**config.mk**
```make
export PLATFORM = sky130hd
export DESIGN_NAME = csr_exec_ctrl_flat
export DESIGN_NICKNAME = d
export VERILOG_FILES = /design/src/rtl/csr_exec_ctrl_pkg.sv /design/src/rtl/csr_exec_ctrl_if.sv /design/src/rtl/csr_exec_ctrl_alu.sv /design/src/rtl/csr_exec_ctrl.sv /design/src/flat_wrapper.sv
export SDC_FILE = /design/constraint.sdc
export NUM_CORES = 1
export LEC_CHECK = 0
export ABC_CLOCK_PERIOD_IN_PS = 4650
export BUFFER_PORTS_ARGS = -buffer_cell sky130_fd_sc_hd__buf_2
export CORE_MARGIN = 5
export CORE_UTILIZATION = 25
export DETAILED_ROUTE_END_ITERATION = 8
export GPL_ROUTABILITY_DRIVEN = 0
export PLACE_DENSITY = 0.44
export SYNTH_ARGS = -nofsm -noshare
export SYNTH_HDL_FRONTEND = slang
export SYNTH_SLANG_ARGS = --single-unit
```
**constraint.sdc**
```tcl
create_clock -name clk -period 4.65 [get_ports clk]
set_input_delay 0.6975 -clock clk [delete_from_list [all_inputs] [get_ports clk]]
set_output_delay 0.6975 -clock clk [all_outputs]
set_load 0.01 [all_outputs]
```
**src/rtl/csr_exec_ctrl_pkg.sv**
```systemverilog
// Shared definitions for the CSR instruction execution controller: bus widths,
// funct3 encodings, access levels, ALU ops and FSM state encoding.
package csr_exec_ctrl_pkg;

  localparam int REG_BUS_W  = 32;
  localparam int CSR_ADDR_W = 12;
  localparam int REG_IDX_W  = 5;

  localparam logic WRITE_EN = 1'b1;
  localparam logic READ_EN  = 1'b0;

  localparam logic [2:0] F3_CSRRW  = 3'b001;
  localparam logic [2:0] F3_CSRRS  = 3'b010;
  localparam logic [2:0] F3_CSRRC  = 3'b011;
  localparam logic [2:0] F3_CSRRWI = 3'b101;
  localparam logic [2:0] F3_CSRRSI = 3'b110;
  localparam logic [2:0] F3_CSRRCI = 3'b111;

  // funct3[1:0] selects the read-modify-write flavour; funct3[2] selects the immediate form.
  typedef enum logic [1:0] {
    ALU_NONE = 2'b00,
    ALU_RW   = 2'b01,
    ALU_RS   = 2'b10,
    ALU_RC   = 2'b11
  } csr_alu_op_e;

  typedef enum logic [2:0] {
    ST_IDLE  = 3'd0,
    ST_READ  = 3'd1,
    ST_WAIT  = 3'd2,
    ST_WRITE = 3'd3,
    ST_DONE  = 3'd4
  } csr_state_e;

  function automatic logic f3_valid(input logic [2:0] f3);
    return f3[1:0] != 2'b00;
  endfunction

  function automatic logic csr_read_only(input logic [CSR_ADDR_W-1:0] addr);
    return addr[CSR_ADDR_W-1:CSR_ADDR_W-2] == 2'b11;
  endfunction

endpackage

```
**src/rtl/csr_exec_ctrl_if.sv**
```systemverilog
// Bundles the decoder, CSR register-file and GPR write-back signals of the CSR controller.
interface csr_exec_ctrl_if;
  import csr_exec_ctrl_pkg::*;

  // Handshake: start_i is a single-cycle request qualified only while busy_o is low;
  // there is no back-pressure, a request seen while busy is dropped, and done_o marks completion.
  logic                  start_i;
  logic [2:0]            funct3_i;
  logic [CSR_ADDR_W-1:0] csr_addr_i;
  logic [REG_IDX_W-1:0]  rs1_idx_i;
  logic [REG_BUS_W-1:0]  rs1_data_i;
  logic [REG_IDX_W-1:0]  rd_idx_i;

  logic [CSR_ADDR_W-1:0] csr_addr_o;
  logic                  csr_we_o;
  logic [REG_BUS_W-1:0]  csr_wdata_o;
  logic [REG_BUS_W-1:0]  csr_rdata_i;

  logic                  rd_we_o;
  logic [REG_IDX_W-1:0]  rd_idx_o;
  logic [REG_BUS_W-1:0]  rd_wdata_o;

  logic                  busy_o;
  logic                  done_o;
  logic                  illegal_o;
  logic                  inst_succ_o;

  modport master (
    output start_i, funct3_i, csr_addr_i, rs1_idx_i, rs1_data_i, rd_idx_i, csr_rdata_i,
    input  csr_addr_o, csr_we_o, csr_wdata_o, rd_we_o, rd_idx_o, rd_wdata_o,
    input  busy_o, done_o, illegal_o, inst_succ_o
  );

  modport slave (
    input  start_i, funct3_i, csr_addr_i, rs1_idx_i, rs1_data_i, rd_idx_i, csr_rdata_i,
    output csr_addr_o, csr_we_o, csr_wdata_o, rd_we_o, rd_idx_o, rd_wdata_o,
    output busy_o, done_o, illegal_o, inst_succ_o
  );

endinterface

```
**src/rtl/csr_exec_ctrl_alu.sv**
```systemverilog
// Combinational CSR read-modify-write: computes the new CSR value from the old one.
module csr_alu
  import csr_exec_ctrl_pkg::*;
(
  input  csr_alu_op_e          op_i,
  input  logic [REG_BUS_W-1:0] old_i,
  input  logic [REG_BUS_W-1:0] operand_i,
  output logic [REG_BUS_W-1:0] new_o
);

  always_comb begin
    new_o = operand_i;
    case (op_i)
      ALU_RS:  new_o = old_i | operand_i;
      ALU_RC:  new_o = old_i & ~operand_i;
      default: new_o = operand_i;
    endcase
  end

endmodule

```
**src/rtl/csr_exec_ctrl.sv**
```systemverilog
// CSR instruction sequencer: read the CSR, optionally write the modified value,
// then write the old value back to rd and pulse completion.
module csr_exec_ctrl
  import csr_exec_ctrl_pkg::*;
(
  input  logic          clk,
  input  logic          rst_n,
  csr_exec_ctrl_if.slave bus,
  output csr_state_e    state_o
);

  csr_state_e            state_q, state_d;
  logic [2:0]            op_q, op_d;
  logic [CSR_ADDR_W-1:0] addr_q, addr_d;
  logic [REG_IDX_W-1:0]  rs1_idx_q, rs1_idx_d;
  logic [REG_BUS_W-1:0]  rs1_data_q, rs1_data_d;
  logic [REG_IDX_W-1:0]  rd_idx_q, rd_idx_d;
  logic [REG_BUS_W-1:0]  old_q, old_d;
  logic                  illegal_q, illegal_d;

  logic [REG_BUS_W-1:0]  operand;
  logic [REG_BUS_W-1:0]  new_val;
  logic                  wr_en;

  logic [CSR_ADDR_W-1:0] csr_addr_c;
  logic                  csr_we_c;
  logic [REG_BUS_W-1:0]  csr_wdata_c;
  logic                  rd_we_c;
  logic [REG_IDX_W-1:0]  rd_idx_c;
  logic [REG_BUS_W-1:0]  rd_wdata_c;
  logic                  done_c;
  logic                  illegal_c;
  logic                  succ_c;

  assign operand = op_q[2] ? {{(REG_BUS_W-REG_IDX_W){1'b0}}, rs1_idx_q} : rs1_data_q;
  // Set/clear with a zero source register is a pure read and never counts as a write.
  assign wr_en   = (op_q[1:0] == ALU_RW) || (rs1_idx_q != '0);

  csr_alu u_alu (
    .op_i      (csr_alu_op_e'(op_q[1:0])),
    .old_i     (old_q),
    .operand_i (operand),
    .new_o     (new_val)
  );

  always_comb begin
    state_d     = state_q;
    op_d        = op_q;
    addr_d      = addr_q;
    rs1_idx_d   = rs1_idx_q;
    rs1_data_d  = rs1_data_q;
    rd_idx_d    = rd_idx_q;
    old_d       = old_q;
    illegal_d   = illegal_q;
    csr_addr_c  = '0;
    csr_we_c    = READ_EN;
    csr_wdata_c = '0;
    rd_we_c     = 1'b0;
    rd_idx_c    = '0;
    rd_wdata_c  = '0;
    done_c      = 1'b0;
    illegal_c   = 1'b0;
    succ_c      = 1'b0;

    case (state_q)
      ST_IDLE: begin
        if (bus.start_i) begin
          if (f3_valid(bus.funct3_i)) begin
            op_d       = bus.funct3_i;
            addr_d     = bus.csr_addr_i;
            rs1_idx_d  = bus.rs1_idx_i;
            rs1_data_d = bus.rs1_data_i;
            rd_idx_d   = bus.rd_idx_i;
            illegal_d  = 1'b0;
            state_d    = ST_READ;
          end else begin
            illegal_d  = 1'b1;
            state_d    = ST_DONE;
          end
        end
      end
      ST_READ: begin
        csr_addr_c = addr_q;
        state_d    = ST_WAIT;
      end
      ST_WAIT: begin
        csr_addr_c = addr_q;
        old_d      = bus.csr_rdata_i;
        if (wr_en && csr_read_only(addr_q)) begin
          illegal_d = 1'b1;
          state_d   = ST_DONE;
        end else if (wr_en) begin
          state_d   = ST_WRITE;
        end else begin
          state_d   = ST_DONE;
        end
      end
      ST_WRITE: begin
        csr_addr_c  = addr_q;
        csr_we_c    = WRITE_EN;
        csr_wdata_c = new_val;
        state_d     = ST_DONE;
      end
      ST_DONE: begin
        done_c    = 1'b1;
        illegal_c = illegal_q;
        succ_c    = !illegal_q;
        if (!illegal_q && (rd_idx_q != '0)) begin
          rd_we_c    = 1'b1;
          rd_idx_c   = rd_idx_q;
          rd_wdata_c = old_q;
        end
        state_d = ST_IDLE;
      end
      default: state_d = ST_IDLE;
    endcase
  end

  // All outputs decode from state_q, so an async reset zeroes them immediately.
  always_ff @(posedge clk or negedge rst_n) begin
    if (!rst_n) begin
      state_q    <= ST_IDLE;
      op_q       <= '0;
      addr_q     <= '0;
      rs1_idx_q  <= '0;
      rs1_data_q <= '0;
      rd_idx_q   <= '0;
      old_q      <= '0;
      illegal_q  <= 1'b0;
    end else begin
      state_q    <= state_d;
      op_q       <= op_d;
      addr_q     <= addr_d;
      rs1_idx_q  <= rs1_idx_d;
      rs1_data_q <= rs1_data_d;
      rd_idx_q   <= rd_idx_d;
      old_q      <= old_d;
      illegal_q  <= illegal_d;
    end
  end

  assign bus.csr_addr_o  = csr_addr_c;
  assign bus.csr_we_o    = csr_we_c;
  assign bus.csr_wdata_o = csr_wdata_c;
  assign bus.rd_we_o     = rd_we_c;
  assign bus.rd_idx_o    = rd_idx_c;
  assign bus.rd_wdata_o  = rd_wdata_c;
  assign bus.busy_o      = (state_q != ST_IDLE);
  assign bus.done_o      = done_c;
  assign bus.illegal_o   = illegal_c;
  assign bus.inst_succ_o = succ_c;
  assign state_o         = state_q;

endmodule

```
**src/flat_wrapper.sv**
```systemverilog
// flat-port wrapper written by rule: the top's interface ports become plain ports
module csr_exec_ctrl_flat import csr_exec_ctrl_pkg::*;
  (clk, rst_n, state_o, bus_start_i, bus_funct3_i, bus_csr_addr_i, bus_rs1_idx_i, bus_rs1_data_i, bus_rd_idx_i, bus_csr_rdata_i, bus_csr_addr_o, bus_csr_we_o, bus_csr_wdata_o, bus_rd_we_o, bus_rd_idx_o, bus_rd_wdata_o, bus_busy_o, bus_done_o, bus_illegal_o, bus_inst_succ_o);
  csr_exec_ctrl_if bus_i ();
  input  logic clk;
  input  logic rst_n;
  output csr_state_e state_o;
  input wire logic [$bits(bus_i.start_i)-1:0] bus_start_i;
  input wire logic [$bits(bus_i.funct3_i)-1:0] bus_funct3_i;
  input wire logic [$bits(bus_i.csr_addr_i)-1:0] bus_csr_addr_i;
  input wire logic [$bits(bus_i.rs1_idx_i)-1:0] bus_rs1_idx_i;
  input wire logic [$bits(bus_i.rs1_data_i)-1:0] bus_rs1_data_i;
  input wire logic [$bits(bus_i.rd_idx_i)-1:0] bus_rd_idx_i;
  input wire logic [$bits(bus_i.csr_rdata_i)-1:0] bus_csr_rdata_i;
  output wire logic [$bits(bus_i.csr_addr_o)-1:0] bus_csr_addr_o;
  output wire logic [$bits(bus_i.csr_we_o)-1:0] bus_csr_we_o;
  output wire logic [$bits(bus_i.csr_wdata_o)-1:0] bus_csr_wdata_o;
  output wire logic [$bits(bus_i.rd_we_o)-1:0] bus_rd_we_o;
  output wire logic [$bits(bus_i.rd_idx_o)-1:0] bus_rd_idx_o;
  output wire logic [$bits(bus_i.rd_wdata_o)-1:0] bus_rd_wdata_o;
  output wire logic [$bits(bus_i.busy_o)-1:0] bus_busy_o;
  output wire logic [$bits(bus_i.done_o)-1:0] bus_done_o;
  output wire logic [$bits(bus_i.illegal_o)-1:0] bus_illegal_o;
  output wire logic [$bits(bus_i.inst_succ_o)-1:0] bus_inst_succ_o;
  assign bus_i.start_i = bus_start_i;
  assign bus_i.funct3_i = bus_funct3_i;
  assign bus_i.csr_addr_i = bus_csr_addr_i;
  assign bus_i.rs1_idx_i = bus_rs1_idx_i;
  assign bus_i.rs1_data_i = bus_rs1_data_i;
  assign bus_i.rd_idx_i = bus_rd_idx_i;
  assign bus_i.csr_rdata_i = bus_csr_rdata_i;
  assign bus_csr_addr_o = bus_i.csr_addr_o;
  assign bus_csr_we_o = bus_i.csr_we_o;
  assign bus_csr_wdata_o = bus_i.csr_wdata_o;
  assign bus_rd_we_o = bus_i.rd_we_o;
  assign bus_rd_idx_o = bus_i.rd_idx_o;
  assign bus_rd_wdata_o = bus_i.rd_wdata_o;
  assign bus_busy_o = bus_i.busy_o;
  assign bus_done_o = bus_i.done_o;
  assign bus_illegal_o = bus_i.illegal_o;
  assign bus_inst_succ_o = bus_i.inst_succ_o;
  csr_exec_ctrl u_core (.clk(clk), .rst_n(rst_n), .bus(bus_i), .state_o(state_o));
endmodule
```
==> results.md <==
- The run finished with clean final reports.
- In this run the register-to-register setup slack is 1.97 ns.
- At the pin with the least slew margin, the transition time is 0.906 ns.
- Counting distinct cell types in the post-synthesis netlist gives 32.
- The share of the Yosys chip area taken by registers is 49.8%.
- The starting density of the core is 25.2%.
- For this design, the sink count on the clock tree is 93.
- Setup violations remaining at the end of the flow were counted as 0.
- Across the routed clock network, the largest skew measured is 0.00598 ns.
- The critical path starts at u_core.state_o[0].
- The post-cts gate resize count is 0.
- The share of synthesized registers carrying an async set or reset is 100%.
- The post-route worst setup slack is 1.75 ns.
- By area the synthesized netlist is led by dfrtp_1 (50%), mux2_1 (16%), and2_1 (6.8%), mux2_2 (5.8%), a32oi_1 (5.1%).
- In the synthesized netlist, the cells that appear most often are dfrtp_1 (93), mux2_1 (65), and2_1 (51).
- The placement-stage worst setup slack is 1.81 ns.
- The synthesized design contains 0 enable-type register cells.
- The number of buffers inserted by port buffering is 181.
- On the critical path, the stage with the largest delay is an instance of dfrtp_1.
- Across the run, the number of max-cap violations was 0.
- The net count reported at finish is 659.
- The data arrival time at the worst-slack endpoint is 2.20 ns.
- The post-route setup TNS is 0 ns.
- Of all nets on the critical path, the largest fanout is 33.
- On the final layout, the worst hold slack is 0.391 ns.
- The half-perimeter wire length after detailed placement is 9.72 mm.
- The initial antenna violation count came to 3.
- The hold violation total from the final report is 0.
- The number of warnings printed during yosys synthesis is 0.
- In this run the worst hold path is classified as in -> async.
- The total nets after synthesis is 490.
- For this run, the slowest stage of the critical path takes 0.54 ns.
- After synthesis, the mean cell area works out to 11.7 sq um.
- The wire length of the first global-routing pass is 22.4 mm.
- The startpoint class of the critical path is a flop.
- For the worst-skew pair, the clock arrives at the later sink with an insertion delay of 0.34 ns.
- The worst endpoint required time is 3.95 ns.
- The cell type contributing the most total cell area after synthesis is dfrtp_1.
- After clock tree synthesis, the flow added hold-fix buffers numbering 0.
- After clock tree synthesis, the clock-pin slew on the worst setup and hold paths is 0.07 ns.
- The largest net degree at the start of global routing is 53.
- The remaining number of nets flagged by the antenna check after routing is 0.
- The register bit count reported by yosys is 93.
- The root buffer cell chosen for the clock tree is clkbuf_16.
- The startpoint-to-endpoint class of the critical path is reg -> out.
- The fraction of layout instances using a drive strength above 1 is 40.6%.
- In the synthesized netlist the dominant register cell turns out to be dfrtp_1.
- The clock buffer count from CTS is 9.
- The final route contains 3677 vias.
- The floorplan step defined a core boundary enclosing 18600 sq um.
- The highest attainable clock frequency is 345 MHz.
- The largest delay contributor family on the critical path is simple AND/OR/NAND/NOR gates.
- The width of the die is 147 um.
- In the final routed layout, each cell accounts on average for 17.2 um.
- Measured against its own limit, the worst slew margin works out to 39.6%.
- The number of global-route vias before repair is 4069.
- The final routed DRC violation total is 0.
- Among all cell types in the netlist, the one instantiated most often is dfrtp_1.
- The site row count is 50.
- 182 I/O pins were placed.
- The static leakage is 2.90 nW.
- The power density over cell area is 648 nW/um^2.
- The number of post-CTS setup repair buffers is 0.
- The worst path needs 2.90 ns of the cycle, external delays included.
- The die covers 21500 sq um.
- The number of placed cells counting well taps is 789.
- The signed area change from the synthesized netlist to the final layout is 30.4%.
- The final cycle utilization of the critical path is 62.4%.
- The total routing usage reported by global routing is 13.1%.
- STA classifies the critical path endpoint as an output pin.
- The first detailed-routing pass ran for 4 iterations.
- Walking the worst path, the cells encountered are nor4b_4 > o21a_1 > buf_4 > and2_1 > buf_2.
- The via density per instance is 4.56.
- The number of max-slew violations in the final report is 0.
- From bottom edge to top edge, the die measures 147 um.
- Setup repair after global routing left no endpoint under its margin.
- After global routing the overflow that remains totals 0.
- The longest clock path from root to sink contains 2 buffers.
- In this run the critical register-to-register path is launched from u_core.state_o[0].
- The number of fill cells in the layout is 1923.
- The routed design has 13.9 mm of wire.
- The cell area that synthesis handed to floorplanning was 4670 sq um.
- The number of standard cells in the final layout excluding fillers is 807.
- Synthesis produced a netlist whose cell count is 398.
- The peak supply drop is 0.266 mV.
- The detailed router's first-iteration violation count is 74.
- In this run the number of H-tree levels came out at 3.
- In this run the biggest area consumer among cell types represents 49.8% of the synthesized area.
- The critical path buffer and inverter count is 2.
- The CTS tree is done.
[cells by family (layout without fill, tap and decap cells)]
group / after synthesis / count (layout) / synth area share (%)
simple gates: 139 / 139 / 17.1
flops: 93 / 93 / 49.8
buf+inv: 32 / 206 / 3.72
other cells: 0 / 1 / 0
compound gates: 40 / 40 / 6.91
mux: 94 / 94 / 22.5
[cell type report]
cell class,instances,area [sq um],share of cell area (%)
Clock buffer,13,250,4.10
Tap cell,234,293,4.80
Clock inverter,3,68.8,1.13
Inverter,2,7.51,0.123
Sequential cell,93,2330,38.2
Timing Repair Buffer,188,968,15.9
Antenna cell,1,2.50,0.0410
Multi-Input combinational cell,273,2180,35.7
[stage by stage]
step	util, %	instance area (sq um)	power, mW
CTS	32.7	6080	4.02
floorplan	-	4670	2.67
global route	32.8	6100	4.27
global placement	31.0	5760	3.15
detailed placement	31.0	5760	3.20
finish	32.8	6100	3.95
[flip-flops by register name, summed over array words and instances (netlist names)]
register	cells
u_core.old_q	32
u_core.rs1_data_q	32
u_core.addr_q	12
u_core.rd_idx_q	5
u_core.rs1_idx_q	5
u_core.op_q	3
u_core.state_o	3
u_core.illegal_q	1
[final timing paths]
path                                             to  cells past startpoint
min in group clk                   u_core.addr_q[1]                      1
worst max register to register  u_core.rs1_idx_q[1]                      5
worst max-delay path             bus_rd_wdata_o[21]                      5
max in group asynchronous       u_core.rs1_idx_q[2]                      2
worst min register to register     u_core.addr_q[1]                      1
worst min-delay path               u_core.old_q[10]                      1
[where the power goes]
| part | internal [mW] | switching [mW] |
|---|---|---|
| logic | 0.794 | 0.823 |
| clock network | 0.488 | 0.308 |
| registers | 1.23 | 0.311 |
[cell usage in the layout, fill, tap and decap left out, types with 2 or more instances in the layout]
master     Yosys  routed
o21ai_0        2       2
mux2_1        65      65
buf_2         10     180
clkbuf_1      12       3
a31oi_1        5       5
mux2i_1        5       5
a32oi_1       27      27
or4_1          2       2
clkbuf_16      0       9
and2_1        51      51
bufinv_16      0       2
nand2_1        3       3
a21oi_1        3       3
buf_4          5       7
mux2_2        24      24
inv_1          2       2
nand2b_1      28      28
nor2_1        41      41
dfrtp_1       93      93
nor3_1         2       2
[metal layers]
layer	GRT usage, %	share of wire [%]	vias up
met5	0	0.15	-
met4	4.42	1.3	4
met3	4.60	7.7	19
met2	21.3	46	130
met1	16.2	44	1782
li1	-	-	1742
Note: power is estimated with default switching activity, not from simulation.
